<file path="config.mk">
export PLATFORM = sky130hd
export DESIGN_NAME = fpu_addsub_issue
export DESIGN_NICKNAME = d
export VERILOG_FILES = /design/src/rtl/fpu_pkg.sv /design/src/rtl/fpu_rsp_fifo.sv /design/src/rtl/fpu_addsub_issue.sv
export SDC_FILE = /design/constraint.sdc
export NUM_CORES = 1
export LEC_CHECK = 0
export ABC_AREA = 1
export BUFFER_PORTS_ARGS = -buffer_cell sky130_fd_sc_hd__buf_2
export CORE_MARGIN = 4
export CORE_UTILIZATION = 57
export CTS_CLUSTER_SIZE = 14
export DETAILED_ROUTE_END_ITERATION = 16
export PLACE_DENSITY = 0.8
export SETUP_SLACK_MARGIN = 0.3
export SYNTH_ARGS = -nofsm -noshare
export SYNTH_HDL_FRONTEND = slang
export SYNTH_SLANG_ARGS = --single-unit
</file>
<file path="constraint.sdc">
create_clock -name clk -period 3.35 [get_ports clk]
set_input_delay 0.8375 -clock clk [delete_from_list [all_inputs] [get_ports clk]]
set_output_delay 0.8375 -clock clk [all_outputs]
set_load 0.005 [all_outputs]
</file>
<file path="src/rtl/fpu_pkg.sv">
// Shared floating-point constants, class flags and the binary32 classifier.
package fpu_pkg;

    localparam int unsigned EXP_BITS  = 8;
    localparam int unsigned MANT_BITS = 23;
    localparam logic [31:0] CAN_NAN   = 32'h7FC0_0000;

    typedef struct packed {
        logic nan;
        logic inf;
        logic zero;
    } fp_class_t;

    // Class of a binary32 value; sign is ignored so +/-0 and +/-inf both match.
    function automatic fp_class_t fp_classify(input logic [31:0] x);
        logic [EXP_BITS-1:0]  e;
        logic [MANT_BITS-1:0] m;
        fp_class_t            c;
        e      = x[30:23];
        m      = x[22:0];
        c.nan  = (&e) && (|m);
        c.inf  = (&e) && !(|m);
        c.zero = !(|e) && !(|m);
        return c;
    endfunction

endpackage

</file>
<file path="src/rtl/fpu_rsp_fifo.sv">
// First-word-fall-through response FIFO; empty head reads as zero.
module fpu_rsp_fifo #(
    parameter int unsigned DEPTH = 8,
    parameter int unsigned DW    = 39
) (
    input  logic          clk,
    input  logic          arst_n,
    input  logic          wr_en,
    input  logic [DW-1:0] wr_data,
    input  logic          rd_en,
    output logic [DW-1:0] rd_data,
    output logic          full,
    output logic          empty
);

    localparam int unsigned AW = (DEPTH > 1) ? $clog2(DEPTH) : 1;
    localparam int unsigned CW = $clog2(DEPTH + 1);

    logic [DW-1:0] mem [DEPTH];
    logic [AW-1:0] wr_ptr;
    logic [AW-1:0] rd_ptr;
    logic [CW-1:0] count;
    logic          do_rd;

    function automatic logic [AW-1:0] ptr_inc(input logic [AW-1:0] p);
        return (p == AW'(DEPTH - 1)) ? '0 : p + AW'(1);
    endfunction

    assign do_rd   = rd_en && !empty;
    assign full    = (count == CW'(DEPTH));
    assign empty   = (count == '0);
    assign rd_data = empty ? '0 : mem[rd_ptr];

    always_ff @(posedge clk or negedge arst_n) begin
        if (!arst_n) begin
            wr_ptr <= '0;
            rd_ptr <= '0;
            count  <= '0;
        end else begin
            if (wr_en) wr_ptr <= ptr_inc(wr_ptr);
            if (do_rd) rd_ptr <= ptr_inc(rd_ptr);
            case ({wr_en, do_rd})
                2'b10:   count <= count + CW'(1);
                2'b01:   count <= count - CW'(1);
                default: count <= count;
            endcase
        end
    end

    // Storage needs no reset: the head is masked while empty.
    always_ff @(posedge clk) begin
        if (wr_en) mem[wr_ptr] <= wr_data;
    end

    // A write into a full FIFO is only legal when the head leaves in the same cycle.
    a_no_overflow: assert property (@(posedge clk) disable iff (!arst_n)
        !(wr_en && full && !rd_en));

endmodule

</file>
<file path="src/rtl/fpu_addsub_issue.sv">
// Issue/return front end for the fixed-latency add/sub pipeline with credit-based flow control.
module fpu_addsub_issue
    import fpu_pkg::*;
#(
    parameter int unsigned WIDTH      = 32,
    parameter int unsigned RSLT_DLY   = 5,
    parameter int unsigned TAG_BITS   = 4,
    parameter int unsigned FIFO_DEPTH = 8
) (
    input  logic                clk,
    input  logic                arst_n,
    input  logic                req_valid,
    output logic                req_ready,
    input  logic [WIDTH-1:0]    req_a,
    input  logic [WIDTH-1:0]    req_b,
    input  logic                req_op,
    input  logic [TAG_BITS-1:0] req_tag,
    output logic [WIDTH-1:0]    fpu_a,
    output logic [WIDTH-1:0]    fpu_b,
    output logic                fpu_op,
    input  logic [WIDTH-1:0]    fpu_r,
    output logic                rsp_valid,
    input  logic                rsp_ready,
    output logic [WIDTH-1:0]    rsp_data,
    output logic [TAG_BITS-1:0] rsp_tag,
    output logic                rsp_nan,
    output logic                rsp_inf,
    output logic                rsp_zero
);

    localparam int unsigned OCC_W = $clog2(FIFO_DEPTH + 1);
    localparam int unsigned ENT_W = WIDTH + TAG_BITS + 3;

    logic                acc;
    logic                pop;
    logic [OCC_W-1:0]    occ;
    logic [RSLT_DLY-1:0] trk_vld;
    logic [TAG_BITS-1:0] trk_tag [RSLT_DLY];
    fp_class_t           cap_cls;
    logic [ENT_W-1:0]    wr_data;
    logic [ENT_W-1:0]    rd_data;
    logic                fifo_full;
    logic                fifo_empty;

    // Credits cover pipeline plus FIFO, so the adder never needs backpressure.
    assign req_ready = (occ < OCC_W'(FIFO_DEPTH));
    assign acc       = req_valid && req_ready;
    assign pop       = rsp_valid && rsp_ready;

    assign fpu_a  = acc ? req_a  : '0;
    assign fpu_b  = acc ? req_b  : '0;
    assign fpu_op = acc && req_op;

    always_ff @(posedge clk or negedge arst_n) begin
        if (!arst_n) begin
            occ <= '0;
        end else if (acc && !pop) begin
            occ <= occ + OCC_W'(1);
        end else if (pop && !acc) begin
            occ <= occ - OCC_W'(1);
        end
    end

    // Tag/valid tracker runs in lockstep with the non-stallable adder.
    always_ff @(posedge clk or negedge arst_n) begin
        if (!arst_n) begin
            trk_vld <= '0;
            for (int i = 0; i < int'(RSLT_DLY); i++) trk_tag[i] <= '0;
        end else begin
            trk_vld[0] <= acc;
            trk_tag[0] <= req_tag;
            for (int i = 1; i < int'(RSLT_DLY); i++) begin
                trk_vld[i] <= trk_vld[i-1];
                trk_tag[i] <= trk_tag[i-1];
            end
        end
    end

    assign cap_cls = fp_classify(32'(fpu_r));
    assign wr_data = {fpu_r, trk_tag[RSLT_DLY-1], cap_cls};

    fpu_rsp_fifo #(
        .DEPTH (FIFO_DEPTH),
        .DW    (ENT_W)
    ) u_rsp_fifo (
        .clk     (clk),
        .arst_n  (arst_n),
        .wr_en   (trk_vld[RSLT_DLY-1]),
        .wr_data (wr_data),
        .rd_en   (rsp_ready),
        .rd_data (rd_data),
        .full    (fifo_full),
        .empty   (fifo_empty)
    );

    assign rsp_valid = !fifo_empty;
    assign {rsp_data, rsp_tag, rsp_nan, rsp_inf, rsp_zero} = rd_data;

    // A full FIFO implies every credit is held by a queued response.
    a_full_credit: assert property (@(posedge clk) disable iff (!arst_n)
        !fifo_full || (occ == OCC_W'(FIFO_DEPTH)));

endmodule

</file>
==> After elaboration in Yosys (flattened, before gate mapping) <==
Memories as Yosys holds them, arrays and structs flattened.
Cells that the tools add are included.
{ "totals": {"regBits": 39, "ramBits": 312, "input_bits": 105, "memories": 1} }
{ "op_classes": {"add_sub_neg": 6, "order_cmp": 1, "eq_ne": 4, "mux": 10, "n_reduce_logical": 19} }
{ "mem_list": {"columns": ["name", "words", "word_bits", "read_ports", "rd_ports_with_merged_regs", "wr", "line_no", "rtl"], "rows": [
  ["u_rsp_fifo.mem", 8, 39, 1, 0, 1, "fpu_rsp_fifo.sv:19", "logic [DW-1:0] mem [DEPTH];"]
]} }
{ "ops": {"columns": ["op", "n"], "rows": [
  ["two-way mux 32 bit", 2],
  ["two-way mux 39 bit", 1],
  ["OR reduction 23 bit", 1],
  ["adder 4 x 1 -> 4 bit, second input constant", 2],
  ["logical AND 1 bit", 8],
  ["two-way mux 4 bit", 2],
  ["one-hot mux 4 bit (2 select lines)", 1],
  ["AND reduction 8 bit", 1],
  ["OR reduction 8 bit", 1],
  ["subtractor 4 x 1 -> 4 bit, second input constant", 2],
  ["adder 3 x 1 -> 3 bit, second input constant", 2],
  ["== test 3 bit, second input constant", 2],
  ["two-way mux 3 bit", 2],
  ["zero test 1 bit", 5],
  ["zero test 4 bit", 1],
  ["less-than comparator 4 bit, second input constant", 1],
  ["nonzero test 2 bit", 2],
  ["== test 2 x 1 -> 1 bit, second input constant", 1],
  ["== test 2 bit, second input constant", 1],
  ["two-way mux 1 bit", 2]
]} }

==> Longest topological paths before layout <==
{ "depth": {"word_depth": 6, "ltp_mapped": 13, "ltp_nobuf": 13} }

==> Modules after synthesis <==
From an unflattened synthesis, not the netlist that was laid out.
{ "unflattened": {"hier_cells": 1245, "hier_area_um2": 14466.4} }
{ "by_module_without_submodules": {"columns": ["module", "instances", "cells_per_inst", "area_per_inst_um2", "seq_area_each_um2"], "rows": [
  ["fpu_rsp_fifo", 1, 1009, 12848.6, 9619.2],
  ["fpu_addsub_issue", 1, 236, 1617.8, 725.7]
]} }

==> Worst setup path after synthesis <==
OpenSTA, ideal clock, no wires.
{ "synth_timing": {"path_kind": "input to register", "startpoint": "input req_valid", "endpoint": "register occ[3]", "setup_ns": 0.123, "arrival_time_ns": 2.515, "required_time_ns": 3.227, "path_slack_ns": 0.712, "stages": 12, "n_path_buf": 2, "path_cell_list": "nand2_1 > clkbuf_1 > buf_2 > inv_1 > ha_1 > inv_1 > ha_1 > a21oi_1 > nand2_1 > and2_1 > o21ai_0 > nand2_1"} }
{ "synth_via": {"elab_chain_len": 4, "word_cells_on_any_way": 6} }
{ "synth_lines": {"columns": ["item", "line_no", "rtl"], "rows": [
  ["start: declaration", "fpu_addsub_issue.sv:12", "input logic req_valid,"],
  ["logical AND 1 bit *", "fpu_addsub_issue.sv:47", "assign acc = req_valid && req_ready;"],
  ["net acc", "fpu_addsub_issue.sv:34", "logic acc;"],
  ["zero test 1 bit", "fpu_addsub_issue.sv:59", "end else if (pop && !acc) begin"],
  ["logical AND 1 bit", "fpu_addsub_issue.sv:59", null],
  ["nonzero test 2 bit (no source line)", null, null],
  ["end signal: assignment", "fpu_addsub_issue.sv:58", "occ <= occ + OCC_W'(1);"],
  ["end signal: assignment", "fpu_addsub_issue.sv:60", "occ <= occ - OCC_W'(1);"],
  ["end: declaration", "fpu_addsub_issue.sv:36", "logic [OCC_W-1:0] occ;"]
]} }
Mark *: on every way through the listed nets, which the timed path passes. The rest lies on a longest branch.
A chain may end at the register's enable or synchronous reset.

==> Worst setup path in the final report <==
{ "layout_timing": {"startpoint": "register u_rsp_fifo.rd_ptr[0]", "endpoint": "output rsp_data[27]"} }
{ "layout_via": {"elab_chain_len": 2} }
{ "layout_lines": {"columns": ["item", "line_no", "rtl"], "rows": [
  ["start: declaration", "fpu_rsp_fifo.sv:21", "logic [AW-1:0] rd_ptr;"],
  ["start signal: assignment", "fpu_rsp_fifo.sv:41", "if (do_rd) rd_ptr <= ptr_inc(rd_ptr);"],
  ["memory read (8 x 39 bit)", null, null],
  ["two-way mux 39 bit", "fpu_rsp_fifo.sv:32", "assign rd_data = empty ? '0 : mem[rd_ptr];"],
  ["end: declaration", "fpu_addsub_issue.sv:24", "output logic [WIDTH-1:0] rsp_data,"]
]} }
No other way between the ends.

==> reports/results.txt <==
Status - finished, final reports clean
Fraction of the mapped netlist area in simple logic gates - 0.1216
Worst R2R End - occ[3]
Clk network pwr share - 0.263
Post-Synth Adder-Cell Area - 0.01010
Sink Count - 351
Vias in the first global route - 10398
Worst setup SP type - register
Combinational Power Share - 0.354
Post-Syn Instances - 1227
Total chip power - 14700 uW
Via total after detailed routing - 10281
Tmin final - 2.998 ns
PD cells - 854.8 nW/um2
Footprint of the multi-input gates - 3405 um2
H-tree depth - 2
Starting Density - 0.5856
Nets - 1560
Fmax - 0.3335 GHz
Synth area leaders - edfxtp_1, nor2_1, dfrtp_1
Flop pwr share - 0.383
Critical path type - reg -> out
Yosys warns - 0
Worst reg2reg path depth - 11
Compound-cell area share of the yosys netlist - 0.09623
Data required, critical path - 2.51 ns
Yosys reg bits - 351
DRC - 0
Dpl cell area - 15860 um2
Clock tree from TritonCTS - done
Area leader, netlist - edfxtp_1
LEAKAGE - 0.006882 uW
Sw Share - 0.3509
Iteration-0 DRC Markers - 1154
Worst-margin pin slew - 0.8311 ns
Crit path capture type - output pin
Avg Cell Area, Syn - 11.71 um2
Vias per cell - 5.721
Post-DP HPWL - 20560 um
Port-buffer cells - 210
Worst Hold End - trk_tag[13]
Initial antenna violation count - 3
Hold WC Path Type - reg -> reg
Largest net degree at the start of global routing - 67
Clock transition at path regs - 0.06 ns
Drt total wl - 35650 um
Number of core rows - 57
Post-DRT Antenna Nets - 0
CTS Buf Count - 35
Max-cap violations - 0
Total track usage - 0.2445
RSZ-0062 raised after global routing - true
Area grow syn2layout - 19.67%
Layout Utilization - 0.7008
Final period util - 0.8950
Synth unique cells - 28
Finished Cell Area - 17190 um2
Root buffer cell - clkbuf_16
P_sw - 5158 uW
Max IR drop VDD - 0.5152 mV
Core Region - 24530 um2
Max clock buf depth - 3
Die height - 166.8 um
Final setup fails - 0
Post-synthesis mux area share - 0
Synth top area share - 0.6521
GPL Wtd Cong - 0.8926
Setup TNS Final - 0 ns
Die width - 166.8 um
Synth Area in XOR/XNOR - 0.003658
Register area - 10360 um2
TritonRoute pass-1 iters - 5
GRT overflow - 0
Area of the mapped netlist - 14370 um2
Worst reg-to-reg setup slack - 0.78 ns
Hold_ws - 0.3459 ns
Final hold vios - 0
Skew-Pair Late Insertion Delay - 0.52 ns
Pint - 9539 uW
Sequential fraction of the synthesis area - 0.7200
Largest family of logic cells by synthesized area - simple AND/OR/NAND/NOR gates
Worst hold path stage count - 0
Layout cells sized above 1 - 0.2170
Worst Clk Skew - 0.02537 ns
Hold Crit Start - trk_tag[17]
Fill cells - 1629
Io pins - 211
Routed WL per cell - 19.84 um
First-pass GRT wire length - 54100 um
Headroom to the max-slew limit - 0.4459
Total nets after synthesis - 1343
Reg2reg start - u_rsp_fifo.count[3]
Die ar. - 27810 um2
Critical path fanouts, max - 32
WP data arrival - 2.16 ns
Fin. max-slew vios - 0
## repair_timing
action / CTS / global route
resized for setup: 9 / 9
hold buffers: 0 / 0
setup buffers: 4 / 6
endpoints found under the setup margin: 39 / 35
endpoints found under the hold margin: 0 / 0
gates cloned: 0 / 1
## routing by layer
metal,GRT usage,vias up,share of wire
met3,0.04385,81,0.085
li1,-,4681,-
met1,0.3056,4934,0.37
met5,0,-,0
met4,0.09854,0,0.029
met2,0.4258,585,0.52
## power by group through the flow
stage	clock (uW)	sequential (uW)	combinational [uW]
after CTS	3900	5640	4990
after detailed placement	0	5800	4720
after global placement	0	5770	4560
after floorplan	0	5560	3160
after global routing	4100	5660	5720
final	3870	5620	5210
## cell usage after synthesis
cell type  instances
xor2_1             2
buf_4             10
nor3_1             2
or2_2              1
inv_1             83
nand3_1            5
nand2_1           79
o21ai_1           25
o21a_1             1
and2_1             1
a21oi_1            2
clkbuf_1          33
o22ai_1           39
o21ai_0          139
nand3b_1           1
nor4_1             2
buf_2             19
fa_1               1
xnor2_1            4
inv_2              1
dfrtp_1           39
nor2_1           365
buf_1              2
o211ai_1          40
buf_6              7
ha_1              10
edfxtp_1         312
nand4_1            2
## layout by cell type, fill, tap and decap left out, drive strengths merged
cell type | synthesis | layout
xnor2 | 4 | 4
diode | 0 | 3
o21a | 1 | 1
nor4 | 2 | 2
o211ai | 40 | 40
bufinv | 0 | 4
nor2 | 365 | 365
clkinv | 0 | 18
dfrtp | 39 | 39
buf | 38 | 249
o22ai | 39 | 39
clkbuf | 33 | 43
nand2 | 79 | 79
ha | 10 | 10
or2 | 1 | 1
edfxtp | 312 | 312
nor3 | 2 | 2
nand4 | 2 | 2
inv | 84 | 84
fa | 1 | 1
nand3b | 1 | 1
o21ai | 164 | 164
a21oi | 2 | 2
xor2 | 2 | 2
and2 | 1 | 1
nand3 | 5 | 5
## state kept, by name, indices dropped and copies added (netlist names)
register and flops:
occ 4, trk_tag 20, u_rsp_fifo.mem 312, u_rsp_fifo.count 4, u_rsp_fifo.wr_ptr 3, trk_vld 5, u_rsp_fifo.rd_ptr 3
## how the worst max path moves through the flow
stage / end / start / cells after the start / slack, ns
floorplan: occ[3] / req_valid / 12 / 0.71
detailed placement: rsp_data[11] / u_rsp_fifo.rd_ptr[1] / 6 / 0.58
CTS: rsp_data[15] / u_rsp_fifo.rd_ptr[2] / 4 / 0.29
global route: rsp_tag[3] / u_rsp_fifo.rd_ptr[0] / 8 / 0.26
finish: rsp_data[27] / u_rsp_fifo.rd_ptr[0] / 8 / 0.35
global placement: rsp_inf / u_rsp_fifo.rd_ptr[0] / 6 / 0.59
## cell families (layout without fill, tap and decap cells)
logic type      Yosys count  in the layout
flops                   351            351
buf+inv                 155            398
simple gates            458            458
xor+xnor                  6              6
fa+ha+maj                11             11
compound gates          246            246
other cells               0              3
## stage by stage
step	setup slack, ns	instances
floorplan	0.7122	1227
global placement	0.5876	1720
detailed placement	0.5805	1720
CTS	0.2864	1787
global route	0.2554	1797
finish	0.3518	1797
## worst max-delay path: stages (launching register included)
cell and delay (ns):
dfrtp_4 0.50, buf_12 0.16, clkinv_8 0.12, buf_12 0.19
nor2_1 0.07, o211ai_1 0.21, nand2_1 0.09, nor2_1 0.16
buf_2 0.15
## cell type report
class                      count  area share
antenna                        3   0.0004366
clock buffer                  41     0.05349
clock inverter                22     0.01266
inverter                      84     0.01907
multi-input combinational    721      0.1980
sequential                   351      0.6023
tap                          324     0.02358
timing repair buffer         251     0.09045
Power figures use the tool's default switching activity.
